===== src/rtl/imm_gen_pipe_pkg.sv =====
// Shared types and opcode constants for the pipelined immediate generator.
package imm_pkg;

  localparam logic [6:0] OPC_LOAD      = 7'h03;
  localparam logic [6:0] OPC_FENCE     = 7'h0f;
  localparam logic [6:0] OPC_OP_IMM    = 7'h13;
  localparam logic [6:0] OPC_AUIPC     = 7'h17;
  localparam logic [6:0] OPC_OP_IMM_32 = 7'h1b;
  localparam logic [6:0] OPC_STORE     = 7'h23;
  localparam logic [6:0] OPC_OP        = 7'h33;
  localparam logic [6:0] OPC_LUI       = 7'h37;
  localparam logic [6:0] OPC_OP_32     = 7'h3b;
  localparam logic [6:0] OPC_BRANCH    = 7'h63;
  localparam logic [6:0] OPC_JALR      = 7'h67;
  localparam logic [6:0] OPC_JAL       = 7'h6f;
  localparam logic [6:0] OPC_SYSTEM    = 7'h73;

  // NONE must stay at encoding 0 so a cleared payload reads as "no immediate".
  typedef enum logic [2:0] {
    FMT_NONE  = 3'd0,
    FMT_I     = 3'd1,
    FMT_S     = 3'd2,
    FMT_B     = 3'd3,
    FMT_U     = 3'd4,
    FMT_J     = 3'd5,
    FMT_CSR   = 3'd6,
    FMT_SHAMT = 3'd7
  } imm_fmt_e;

  // Immediate is always carried at full RV64 width; RV32 builds use the low half.
  typedef struct packed {
    logic [63:0] imm;
    imm_fmt_e    fmt;
    logic        illegal;
    logic [31:0] inst;
  } imm_decode_t;

endpackage


===== src/rtl/imm_pipe_reg.sv =====
// One elastic register stage with valid/ready handshake and synchronous flush.
module imm_pipe_reg #(
  parameter type T = logic
) (
  input  logic clk_i,
  input  logic rst_ni,
  input  logic flush_i,
  input  logic valid_i,
  output logic ready_o,
  input  T     data_i,
  output logic valid_o,
  input  logic ready_i,
  output T     data_o
);

  logic valid_q, valid_d;
  T     data_q,  data_d;

  // Stage can take a new entry when empty or when its current entry leaves.
  assign ready_o = !valid_q || ready_i;
  assign valid_o = valid_q;
  assign data_o  = data_q;

  // Next-state: flush empties the stage; data only changes on a real load.
  always_comb begin
    valid_d = valid_q;
    data_d  = data_q;
    if (flush_i) begin
      valid_d = 1'b0;
    end else if (ready_o) begin
      valid_d = valid_i;
      if (valid_i) begin
        data_d = data_i;
      end
    end
  end

  // State registers with asynchronous active-low reset.
  always_ff @(posedge clk_i or negedge rst_ni) begin
    if (!rst_ni) begin
      valid_q <= 1'b0;
      data_q  <= '0;
    end else begin
      valid_q <= valid_d;
      data_q  <= data_d;
    end
  end

endmodule


===== src/rtl/imm_gen_pipe.sv =====
// Pipelined RV immediate generator with flush and saturating illegal counter.
module imm_gen_pipe
  import imm_pkg::*;
#(
  parameter int unsigned DATA_WIDTH = 64,
  parameter int unsigned STAGES     = 1,
  parameter int unsigned CNT_WIDTH  = 16
) (
  input  logic                  clk_i,
  input  logic                  rst_ni,
  input  logic                  flush_i,
  input  logic                  in_valid_i,
  output logic                  in_ready_o,
  input  logic [31:0]           inst_i,
  output logic                  out_valid_o,
  input  logic                  out_ready_i,
  output logic [31:0]           inst_o,
  output logic [DATA_WIDTH-1:0] imme_o,
  output imm_fmt_e              fmt_o,
  output logic                  illegal_o,
  output logic [CNT_WIDTH-1:0]  illegal_cnt_o
);

  localparam bit RV32 = (DATA_WIDTH == 32);

  function automatic imm_decode_t decode(input logic [31:0] inst);
    imm_decode_t r;
    logic [2:0]  f3;
    logic        is_shift;
    logic [63:0] i_imm, s_imm, b_imm, u_imm, j_imm;
    logic [11:0] s_raw;
    logic [12:0] b_raw;
    logic [31:0] u_raw;
    logic [20:0] j_raw;
    r        = '0;
    r.inst   = inst;
    f3       = inst[14:12];
    is_shift = (f3 == 3'b001) || (f3 == 3'b101);
    s_raw    = {inst[31:25], inst[11:7]};
    b_raw    = {inst[31], inst[7], inst[30:25], inst[11:8], 1'b0};
    u_raw    = {inst[31:12], 12'b0};
    j_raw    = {inst[31], inst[19:12], inst[20], inst[30:21], 1'b0};
    i_imm    = 64'($signed(inst[31:20]));
    s_imm    = 64'($signed(s_raw));
    b_imm    = 64'($signed(b_raw));
    u_imm    = 64'($signed(u_raw));
    j_imm    = 64'($signed(j_raw));
    if (inst[1:0] != 2'b11) begin
      r.illegal = 1'b1;
    end else begin
      case (inst[6:0])
        OPC_OP_IMM: begin
          if (is_shift) begin
            if (RV32 && inst[25]) begin
              r.illegal = 1'b1;
            end else begin
              r.fmt = FMT_SHAMT;
              r.imm = RV32 ? 64'(inst[24:20]) : 64'(inst[25:20]);
            end
          end else begin
            r.fmt = FMT_I;
            r.imm = i_imm;
          end
        end
        OPC_LOAD, OPC_JALR: begin
          r.fmt = FMT_I;
          r.imm = i_imm;
        end
        OPC_OP_IMM_32: begin
          if (RV32) begin
            r.illegal = 1'b1;
          end else if (is_shift) begin
            r.fmt = FMT_SHAMT;
            r.imm = 64'(inst[24:20]);
          end else begin
            r.fmt = FMT_I;
            r.imm = i_imm;
          end
        end
        OPC_STORE: begin
          r.fmt = FMT_S;
          r.imm = s_imm;
        end
        OPC_BRANCH: begin
          r.fmt = FMT_B;
          r.imm = b_imm;
        end
        OPC_LUI, OPC_AUIPC: begin
          r.fmt = FMT_U;
          r.imm = u_imm;
        end
        OPC_JAL: begin
          r.fmt = FMT_J;
          r.imm = j_imm;
        end
        OPC_SYSTEM: begin
          if (f3[2]) begin
            r.fmt = FMT_CSR;
            r.imm = 64'(inst[19:15]);
          end
        end
        OPC_OP, OPC_FENCE: begin
          r.fmt = FMT_NONE;
        end
        OPC_OP_32: begin
          r.illegal = RV32;
        end
        default: begin
          r.illegal = 1'b1;
        end
      endcase
    end
    return r;
  endfunction

  imm_decode_t dec;
  imm_decode_t s0_data;
  imm_decode_t out_data;
  logic        s0_valid;
  logic        s0_ready;
  logic        s0_ds_ready;
  logic        out_valid;
  logic [CNT_WIDTH-1:0] cnt_q, cnt_d;

  // Combinational decode of the incoming instruction.
  always_comb begin
    dec = decode(inst_i);
  end

  assign in_ready_o = !flush_i && s0_ready;

  imm_pipe_reg #(.T(imm_decode_t)) u_stage0 (
    .clk_i   (clk_i),
    .rst_ni  (rst_ni),
    .flush_i (flush_i),
    .valid_i (in_valid_i),
    .ready_o (s0_ready),
    .data_i  (dec),
    .valid_o (s0_valid),
    .ready_i (s0_ds_ready),
    .data_o  (s0_data)
  );

  // Second stage is chained explicitly so each handshake signal stays a distinct net.
  if (STAGES == 2) begin : g_two
    imm_pipe_reg #(.T(imm_decode_t)) u_stage1 (
      .clk_i   (clk_i),
      .rst_ni  (rst_ni),
      .flush_i (flush_i),
      .valid_i (s0_valid),
      .ready_o (s0_ds_ready),
      .data_i  (s0_data),
      .valid_o (out_valid),
      .ready_i (out_ready_i),
      .data_o  (out_data)
    );
  end else begin : g_one
    assign s0_ds_ready = out_ready_i;
    assign out_valid   = s0_valid;
    assign out_data    = s0_data;
  end

  if (DATA_WIDTH < 64) begin : g_narrow
    logic unused_imm_hi;
    assign unused_imm_hi = ^out_data.imm[63:DATA_WIDTH];
  end

  assign out_valid_o   = out_valid;
  assign inst_o        = out_data.inst;
  assign imme_o        = out_data.imm[DATA_WIDTH-1:0];
  assign fmt_o         = out_data.fmt;
  assign illegal_o     = out_data.illegal;
  assign illegal_cnt_o = cnt_q;

  // Count illegal entries on completed output handshakes; flush cancels the handshake.
  always_comb begin
    cnt_d = cnt_q;
    if (out_valid && out_ready_i && out_data.illegal && !flush_i && (cnt_q != '1)) begin
      cnt_d = cnt_q + CNT_WIDTH'(1);
    end
  end

  // Counter register, cleared only by reset.
  always_ff @(posedge clk_i or negedge rst_ni) begin
    if (!rst_ni) begin
      cnt_q <= '0;
    end else begin
      cnt_q <= cnt_d;
    end
  end

endmodule


===== config.mk =====
export PLATFORM = sky130hd
export DESIGN_NAME = imm_gen_pipe
export DESIGN_NICKNAME = d
export VERILOG_FILES = /design/src/rtl/imm_gen_pipe_pkg.sv /design/src/rtl/imm_pipe_reg.sv /design/src/rtl/imm_gen_pipe.sv
export SDC_FILE = /design/constraint.sdc
export NUM_CORES = 1
export LEC_CHECK = 0
export BUFFER_PORTS_ARGS = -buffer_cell sky130_fd_sc_hd__buf_2
export CAP_MARGIN = 10
export CORE_AREA = 5 5 125 79
export CTS_BUF_LIST = sky130_fd_sc_hd__clkbuf_4 sky130_fd_sc_hd__clkbuf_8 sky130_fd_sc_hd__clkbuf_16
export CTS_CLUSTER_DIAMETER = 60
export DETAILED_ROUTE_END_ITERATION = 10
export DIE_AREA = 0 0 130 84
export GPL_ROUTABILITY_DRIVEN = 0
export PLACE_DENSITY = 0.8
export SETUP_SLACK_MARGIN = 0.02
export SYNTH_ARGS = -nofsm -noshare
export SYNTH_HDL_FRONTEND = slang
export SYNTH_SLANG_ARGS = --single-unit

===== constraint.sdc =====
create_clock -name clk_i -period 2.1 [get_ports clk_i]
set_clock_uncertainty 0.15 [all_clocks]
set_input_delay 0.525 -clock clk_i [delete_from_list [all_inputs] [get_ports clk_i]]
set_output_delay 0.525 -clock clk_i [all_outputs]
set_load 0.03 [all_outputs]

==> results of run 1 <==
==> worst reg2reg max path: cells and delay by family, from the launching register on <==
family	cells	cell delay [ps]
xor gates and xnor gates	1	130
DFF	1	400
adders and majority gates	1	200
and+or+nand+nor	4	880
==> metal layers <==
metal  GRT usage  vias to the layer above
met5           0                        -
met4      0.0689                        0
met3      0.0518                       17
met2       0.309                      152
met1       0.318                     1866
li1            -                     1828
==> path summary, 6_finish.rpt <==
check | to | cells after the start | slack, ps | from
setup / recovery | u_stage0.data_o[64]$_DFFE_PN0P_ | 7 | 70 | inst_i[2]
hold / removal | u_stage0.valid_o$_DFFE_PN0P_ | 2 | 250 | flush_i
setup reg to reg | illegal_cnt_o[6]$_DFFE_PN0P_ | 6 | 200 | illegal_cnt_o[0]$_DFFE_PN0P_
hold reg to reg | u_stage0.data_o[35]$_DFFE_PN0P_ | 2 | 330 | u_stage0.data_o[35]$_DFFE_PN0P_
max in group asynchronous | u_stage0.data_o[29]$_DFFE_PN0P_ | 3 | 680 | rst_ni
min in group asynchronous | u_stage0.data_o[16]$_DFFE_PN0P_ | 2 | 500 | rst_ni
==> power groups by stage <==
stage / registers [uW] / clock network [uW] / logic [uW]
floorplan: 2150 / 0 / 244
global placement: 1890 / 0 / 855
detailed placement: 1890 / 0 / 878
CTS: 1870 / 1490 / 882
global route: 1890 / 1570 / 950
finish: 1870 / 1450 / 877
==> cell usage in the layout (no fill, tap or decap), types with 10 or more instances in the layout <==
| cell type | count |
|---|---|
| a22oi_2 | 10 |
| buf_2 | 153 |
| nor2_1 | 15 |
| buf_4 | 42 |
| dfrtp_1 | 85 |
| nand2_1 | 139 |
| a22oi_1 | 17 |
| a21oi_1 | 13 |
| o21ai_0 | 24 |
==> per-stage QoR <==
step                      worst slack (ps)   util
after CTS                             96.1  0.624
after floorplan                       43.6      -
after detailed placement              -245  0.591
after global placement                -168  0.591
after global routing                  22.0  0.625
final                                 71.2  0.625
==> sequential cells by signal (all words and copies together) (netlist names) <==
name / count
illegal_cnt_o: 16
u_stage0.data_o: 68
u_stage0.valid_o: 1
==> synth_stat cells, types with 3 or more instances <==
cell type,n,area [um^2]
a21oi_1,13,65.1
a222oi_1,5,50.1
a22oi_1,17,128
a22oi_2,10,125
and2_1,3,18.8
and3_1,7,43.8
buf_2,5,25.0
buf_4,33,248
clkbuf_1,17,63.8
dfrtp_1,85,2130
inv_1,3,11.3
nand2_1,140,526
nand2b_1,3,18.8
nand3_1,9,45.0
nand4_1,6,37.5
nor2_1,16,60.1
nor3_1,6,30.0
nor4_1,3,18.8
o21ai_0,24,120
xnor2_1,7,61.3
xor2_1,9,78.8
==> kinds of logic (layout without fill, tap and decap cells) <==
logic type                 count (synthesis)  in the layout
AOI/OAI and AO/OA                         81             81
xor gates and xnor gates                  16             16
adders and majority gates                  2              2
buffers and inverters                     60            221
DFF                                       85             85
muxes                                      1              1
and+or+nand+nor                          209            209
==> cell type report <==
| class | count | area (um^2) | share of cell area |
|---|---|---|---|
| inverter | 4 | 15.0 | 0.00273 |
| sequential | 85 | 2130 | 0.387 |
| clock buffer | 12 | 248 | 0.0451 |
| clock inverter | 4 | 25.0 | 0.00456 |
| tap | 116 | 145 | 0.0264 |
| timing repair buffer | 201 | 1190 | 0.217 |
| multi-input combinational | 309 | 1740 | 0.317 |
==> timing repair <==
item,CTS,global route
hold endpoints to repair,26,0
hold buffers,1,0
endpoints found under the setup margin,0,20
resized for setup,0,2
==> results.cfg, run 1 <==
[finish]
syn_to_final_growth_pct = 30.8
fillers = 742
final_cells = 731
final_area_um2 = 5490
n_antenna_cell = 0
fin_nets = 648
drive_gt1_frac = 0.390

[yosys]
synth_compound_area_frac = 0.143
syn_avg_cell_area_um2 = 9.25
synthMuxAreaShare = 0.00268
synthXorXnorAreaFrac = 0.0334
synth_seq_area_share = 0.507
synth_top_family_by_area = simple AND/OR/NAND/NOR gates
synthArstFlopShare = 1.00
postSynthNetCount = 492
ys_ff_latch = 85
synth-adder-area-share = 0.00536
yosysWarnings = 0
syn_inst = 454
yosys.cell_types.count = 49
synth_edf_count = 0
yosys.area_share.simple = 0.223
netlist_area_um2 = 4200
synth_flop_cell = dfrtp_1

[clock_network]
post_cts_buffers = 0
clock_sinks = 85
htreeDepth = 3
insertion_delay_ps = 340
max-clock-path-buffers = 2
clk_pin_slew_ps = 60
cts_buffers = 9
cts_tree = built
root_buffer = clkbuf_16

[power_and_ir_drop]
clock_power_share = 0.346
finalPower_uw = 4190
power.switching_uw = 1310
combPwrFrac = 0.209
p_int_uw = 2890
leakagePower_uw = 0.00291
peakVddDrop_v = 0.000470
cellPowerDensity_nw_per_um2 = 764
pwr-share-seq = 0.445
swShare = 0.312

[placed_design]
io_buffer_count = 154
dpl.cell_count = 714
place_area_um2 = 5190
place_hpwl_um = 8730

[timing]
maxSlewViolCount = 0
max_freq_mhz = 493
finalSetupTns_ps = 0
rsz0062_at_grt = no
max_slew.worst_pin.slew_ps = 619
final-setup-viol-count = 0
min_period_ps = 2030
hold_viol_final = 0
whs_ps = 255
max-slew-margin-rel = 0.583
post-route-period-util = 0.966

[floorplanning]
core_area_um2 = 8780
die_w_um = 130
ios = 155
die_y_um = 84
dieArea_um2 = 10900
start_util = 0.478
placementRows = 27

[worst_setup_path]
critPathLaunchType = primary input
critPathCaptureType = flop
worstSetupPathType = primary input to flop
crit_fanout = 6
slowest_stage = a2111oi_4
critical_path_buf_inv_count = 2
critical-path-top-delay-family = compound AO/OA/AOI/OAI gates
max_stage_delay_ps = 460
worstPathRequired_ps = 2200
crit_chain = buf_2 -> or3_4 -> a2111oi_4 -> or3_1 -> o21ai_1 -> buf_4 -> a22oi_2
arrival_ps = 2130

[routing]
vias_per_cell = 5.28
top_layer = met4
wl_per_cell_um = 15.8
ant_nets = 0
dr.pass1.iters = 8
drt_iter0_markers = 324
wl_met3_um = 804
wl_met1_um = 5340
drc_errors = 0
met2_wirelength_um = 5200
wirelength_um = 11500
vias = 3863

[global_routing]
grt_pass1_wl_um = 18700
antenna_found_initial = 0
grt_pass1_vias = 3653
grt_use_total = 0.215
grt_overflow = 0
grt_max_degree = 53

[run_status]
status = complete, no violations

[min_path]
hold_class = primary input to flop

[job]
cap_violations = 0
(Power assumes the default switching activity.)
==> run 2: changes to the inputs <==
--- a/config.mk
+++ b/config.mk
@@ -7,13 +7,14 @@
 export LEC_CHECK = 0
 export BUFFER_PORTS_ARGS = -buffer_cell sky130_fd_sc_hd__buf_2
 export CAP_MARGIN = 10
-export CORE_AREA = 5 5 125 79
+export CORE_AREA = 5 5 84 117
 export CTS_BUF_LIST = sky130_fd_sc_hd__clkbuf_4 sky130_fd_sc_hd__clkbuf_8 sky130_fd_sc_hd__clkbuf_16
 export CTS_CLUSTER_DIAMETER = 60
 export DETAILED_ROUTE_END_ITERATION = 10
-export DIE_AREA = 0 0 130 84
+export DIE_AREA = 0 0 89 122
 export GPL_ROUTABILITY_DRIVEN = 0
-export PLACE_DENSITY = 0.8
+export PLACE_DENSITY = 0.79
+export RECOVER_POWER = 50
 export SETUP_SLACK_MARGIN = 0.02
 export SYNTH_ARGS = -nofsm -noshare
 export SYNTH_HDL_FRONTEND = slang
==> run 2 against run 1 <==
Compared with the run above:
- cell count down 1.2%
- largest power group unchanged
- total power about the same
- sequential share of layout area up 0.54 points
- highest routed layer unchanged
- first-iteration DRC count up 4.3%
- via count down 0.23%
- maximum frequency up 2.8%
- non-clock buffer count unchanged
- design area down 1.4%
- die area down 0.57%
- count of clock-buffer cells in the layout down 2
==> results.cfg, run 2 (same netlist as run 1, synthesis figures left out) <==
[floorplanning]
placementRows = 41
core_area_um2 = 8770
ios = 155
dieArea_um2 = 10900
die_w_um = 89
die_y_um = 122
start_util = 0.479

[finish]
drive_gt1_frac = 0.315
syn_to_final_growth_pct = 29.0
largest_reg_flops = 68
fin_nets = 648
layout_commonest_cell = nand2_1
final_cell_mix = 139 x nand2_1, 108 x buf_2, 85 x dfrtp_1
n_antenna_cell = 0
fillers = 778

[routing]
vias = 3854
vias_per_cell = 5.34
ant_nets = 0
drc_errors = 0
dr.pass1.iters = 6
wl_per_cell_um = 16.2
wirelength_um = 11700
drt_iter0_markers = 338

[global_routing]
grt_max_degree = 40
antenna_found_initial = 0
grt_pass1_vias = 3799
grt_overflow = 0
grt_pass1_wl_um = 18500
grt_use_total = 0.219

[worst_setup_path]
crit_fanout = 8
arrival_ps = 2070
cp-startpoint = inst_i[2]
timing.rr.start = illegal_cnt_o[3]$_DFFE_PN0P_
critPathLaunchType = primary input
worstSetupPathType = primary input to flop
worstPathRequired_ps = 2190
critPathCaptureType = flop

[clock_network]
cts_tree = built
clock_sinks = 85
post_cts_buffers = 0
cts_buffers = 9
clk_pin_slew_ps = 70
htreeDepth = 3
insertion_delay_ps = 340
root_buffer = clkbuf_16
max-clock-path-buffers = 2

[placed_design]
place_ws_ps = -224
place_hpwl_um = 8940
io_buffer_count = 154

[timing]
max_slew.worst_pin.slew_ps = 818
post-route-period-util = 0.940
hold_viol_final = 0
max_freq_mhz = 507
setup_slack_ps = 126
final-setup-viol-count = 0
max-slew-margin-rel = 0.454
min_period_ps = 1970
maxSlewViolCount = 0
rsz0062_at_grt = no

[job]
cap_violations = 0

[power_and_ir_drop]
p_int_uw = 2850
cellPowerDensity_nw_per_um2 = 775
peakVddDrop_v = 0.000551
leakagePower_uw = 0.00274
combPwrFrac = 0.197
pwr-share-seq = 0.446
power.switching_uw = 1350
clock_power_share = 0.357
swShare = 0.321
finalPower_uw = 4200

[min_path]
hold_class = primary input to flop
min_from = flush_i

[run_status]
status = complete, no violations
==> run 2: cell types whose count changed in the layout (fill, tap and decap cells not counted), sizes merged <==
cell    before  now
buf        200  151
clkbuf      12   59
clkinv       2    3
inv          4    5
==> run 2: worst paths after layout <==
| kind | end | slack, ps | cells after the start |
|---|---|---|---|
| worst max-delay path | u_stage0.data_o[51]$_DFFE_PN0P_ | 130 | 7 |
| worst min-delay path | u_stage0.valid_o$_DFFE_PN0P_ | 250 | 2 |
| worst max register to register | illegal_cnt_o[6]$_DFFE_PN0P_ | 170 | 5 |
| worst min register to register | u_stage0.data_o[0]$_DFFE_PN0P_ | 320 | 2 |
| max in group asynchronous | u_stage0.data_o[10]$_DFFE_PN0P_ | 310 | 3 |
| min in group asynchronous | u_stage0.data_o[49]$_DFFE_PN0P_ | 670 | 2 |
==> run 2: critical path: stages <==
cell and delay [ps]:
buf_2 120, or3_4 410, a2111oi_4 360, buf_4 200, o31a_4 200, a21oi_1 50, o21ai_0 190
==> run 2: stage by stage <==
stage / hold slack [ps] / util / cell area [um^2] / std cells / setup TNS [ps]
finish: 255 / 0.617 / 5420 / 722 / 0
global route: 261 / 0.617 / 5420 / 722 / 0
CTS: 244 / 0.624 / 5480 / 722 / 0
detailed placement: 312 / 0.591 / 5180 / 705 / -5700
global placement: 304 / 0.591 / 5180 / 705 / -3830
floorplan: 79.4 / - / 4200 / 454 / 0
==> run 2: final cells by class <==
cell class                      count  area, um^2  share of cell area
Sequential cell                    85        2130               0.393
Clock buffer                       10         239              0.0441
Inverter                            4        15.0             0.00277
Tap cell                          107         134              0.0247
Timing Repair Buffer              201        1110               0.206
Multi-Input combinational cell    309        1740               0.321
Clock inverter                      6        46.3             0.00855
==> run 2: metal layers <==
metal | track usage | vias to the layer above | wire [um]
li1 | - | 1830 | -
met1 | 0.262 | 1849 | 4510
met2 | 0.367 | 141 | 5950
met3 | 0.0440 | 34 | 802
met4 | 0.111 | 0 | 444
met5 | 0 | - | 0
==> run 2: timing repair <==
action / in CTS / in global routing
hold buffers: 1 / 0
hold endpoints to repair: 28 / 0
endpoints found under the setup margin: 0 / 2
gates resized for setup: 0 / 2
==> run 2: power groups by stage <==
stage | Clock [uW] | Combinational, uW | Sequential (uW)
after global routing | 1590 | 900 | 1890
after floorplan | 0 | 244 | 2150
final | 1500 | 828 | 1870
after CTS | 1520 | 869 | 1870
after global placement | 0 | 850 | 1890
after detailed placement | 0 | 867 | 1890
==> run 3: changes to the inputs <==
--- a/config.mk
+++ b/config.mk
@@ -13,6 +13,7 @@
 export DETAILED_ROUTE_END_ITERATION = 10
 export DIE_AREA = 0 0 89 122
 export GPL_ROUTABILITY_DRIVEN = 0
+export GPL_TIMING_DRIVEN = 0
 export PLACE_DENSITY = 0.79
 export RECOVER_POWER = 50
 export SETUP_SLACK_MARGIN = 0.02
==> run 3 against run 2 <==
Compared with the run above:
- cell count increased by 1.8%
- global-route usage rose by 0.93 points
- highest routed layer unchanged
- total power is 3.0% higher
- setup slack lost 74 ps
- register-to-register slack got worse by 40 ps
- flip-flop and latch count unchanged
- combinational power fell by 1%
- sequential power about the same
- via count increased by 3.6%
- wire length is 6.3% higher
- critical endpoint is now imme_o[55]
==> results.cfg, run 3 (same netlist as run 1, synthesis figures left out) <==
[worst_setup_path]
worstPathRequired_ps = 1420
critPathCaptureType = primary output
arrival_ps = 1370
max_stage_delay_ps = 580
critical_path_buf_inv_count = 3
critical-path-top-delay-family = flip-flops
worstSetupPathType = flop to primary output
crit_chain = buf_12 -> buf_4 -> buf_6
crit_fanout = 18
slowest_stage = dfrtp_4
critPathLaunchType = flop

[routing]
dr.pass1.iters = 6
wirelength_um = 12400
vias_per_cell = 5.43
drt_iter0_markers = 413
wl_per_cell_um = 16.9
vias = 3991
ant_nets = 0
drc_errors = 0

[finish]
syn_to_final_growth_pct = 33.3
layout_commonest_cell = nand2_1
final_cell_mix = 140 x nand2_1, 87 x buf_2, 84 x dfrtp_1
fin_nets = 661
final_area_um2 = 5600
layout.area.seq_um2 = 2130
final_cells = 735
largest_reg_flops = 68
drive_gt1_frac = 0.311
multi_input_area_um2 = 1790
n_antenna_cell = 0
fillers = 764

[placed_design]
io_buffer_count = 154
place_area_um2 = 5140
dpl.cell_count = 716
place_hpwl_um = 9030

[power_and_ir_drop]
peakVddDrop_v = 0.000613
clock_power_share = 0.377
cellPowerDensity_nw_per_um2 = 772
combPwrFrac = 0.190
power.switching_uw = 1390
swShare = 0.322
p_int_uw = 2930
pwr-share-seq = 0.433
leakagePower_uw = 0.00277

[floorplanning]
core_area_um2 = 8770
die_w_um = 89
dieArea_um2 = 10900
ios = 155
start_util = 0.479
die_y_um = 122
placementRows = 41

[timing]
min_period_ps = 2050
post-route-period-util = 0.976
maxSlewViolCount = 0
hold_viol_final = 0
max-slew-margin-rel = 0.412
final-setup-viol-count = 0
rsz0062_at_grt = yes
max_slew.worst_pin.slew_ps = 882
max_freq_mhz = 488

[min_path]
hold_class = primary input to flop

[global_routing]
grt_use_total = 0.228
grt_pass1_wl_um = 19300
grt_pass1_vias = 3791
grt_max_degree = 73
grt_overflow = 0
antenna_found_initial = 0

[clock_network]
clk_pin_slew_ps = 70
root_buffer = clkbuf_16
cts_buffers = 9
max-clock-path-buffers = 2
clock_sinks = 85
insertion_delay_ps = 340
cts_tree = built
htreeDepth = 3

[job]
cap_violations = 0

[run_status]
status = complete, no violations
run 3: changes by cell type in the layout (fill, tap and decap cells not counted), sizes merged:
cell      before  now
clkbuf        59   82
inv            5    8
clkinvlp       2    1
clkinv         3    1
bufinv         0    1
buf          151  140
run 3: area by class of cell:
type | count | share of cell area
Sequential cell | 85 | 0.381
Multi-Input combinational cell | 309 | 0.319
Timing Repair Buffer | 158 | 0.153
Buffer | 56 | 0.0655
Clock buffer | 9 | 0.0402
Tap cell | 107 | 0.0239
Clock inverter | 7 | 0.0143
Inverter | 4 | 0.00268
run 3: path summary, 6_finish.rpt:
check                                           startpoint                               to  slack, ps  cells past startpoint
max                        u_stage0.data_o[98]$_DFFE_PN0P_                       imme_o[55]         50                      3
max in group asynchronous                           rst_ni  u_stage0.data_o[11]$_DFFE_PN0P_        280                      3
min reg2reg                u_stage0.data_o[21]$_DFFE_PN0P_  u_stage0.data_o[21]$_DFFE_PN0P_        330                      2
min in group asynchronous                           rst_ni    illegal_cnt_o[10]$_DFFE_PN0P_        670                      2
min                                                flush_i     u_stage0.valid_o$_DFFE_PN0P_        250                      2
max reg2reg                   u_stage0.valid_o$_DFFE_PN0P_  u_stage0.data_o[46]$_DFFE_PN0P_        130                      5
run 3: what timing repair did:
action / CTS / global route
pin swaps: 0 / 0
buffers inserted: 0 / 2
setup endpoints to repair: 91 / 67
hold endpoints to repair: 13 / 0
hold buffers: 1 / 0
resized for setup: 12 / 51
run 3: worst register-to-register path: cells and delay by family, from the launching register on:
family                 cells  cell delay (ps)
AO/OA/AOI/OAI              1              180
buffers and inverters      1              500
AND/OR/NAND/NOR            3              680
flip-flops                 1              380
run 3: stage by stage:
step	TNS (ps)	hold slack, ps	power, uW	setup slack [ps]	util
floorplan	0	79.4	2390	43.6	-
global placement	-46740	306	2690	-583	0.582
detailed placement	-21630	248	2720	-640	0.586
CTS	0	244	4360	34.1	0.625
global route	0	260	4490	6.23	0.638
finish	0	251	4320	51.3	0.638
run 3: per-layer routing:
| metal | GRT usage | share of wire | vias to the layer above |
|---|---|---|---|
| met3 | 0.0541 | 0.079 | 24 |
| met2 | 0.369 | 0.52 | 176 |
| li1 | - | - | 1864 |
| met5 | 0 | 0 | - |
| met1 | 0.283 | 0.38 | 1927 |
| met4 | 0.111 | 0.025 | 0 |
run 3: power by group through the flow:
stage | clock network, uW | logic, uW | registers (uW)
after detailed placement | 0 | 824 | 1890
after floorplan | 0 | 244 | 2150
after global routing | 1730 | 878 | 1880
after global placement | 0 | 803 | 1890
after CTS | 1650 | 839 | 1860
final | 1630 | 819 | 1870
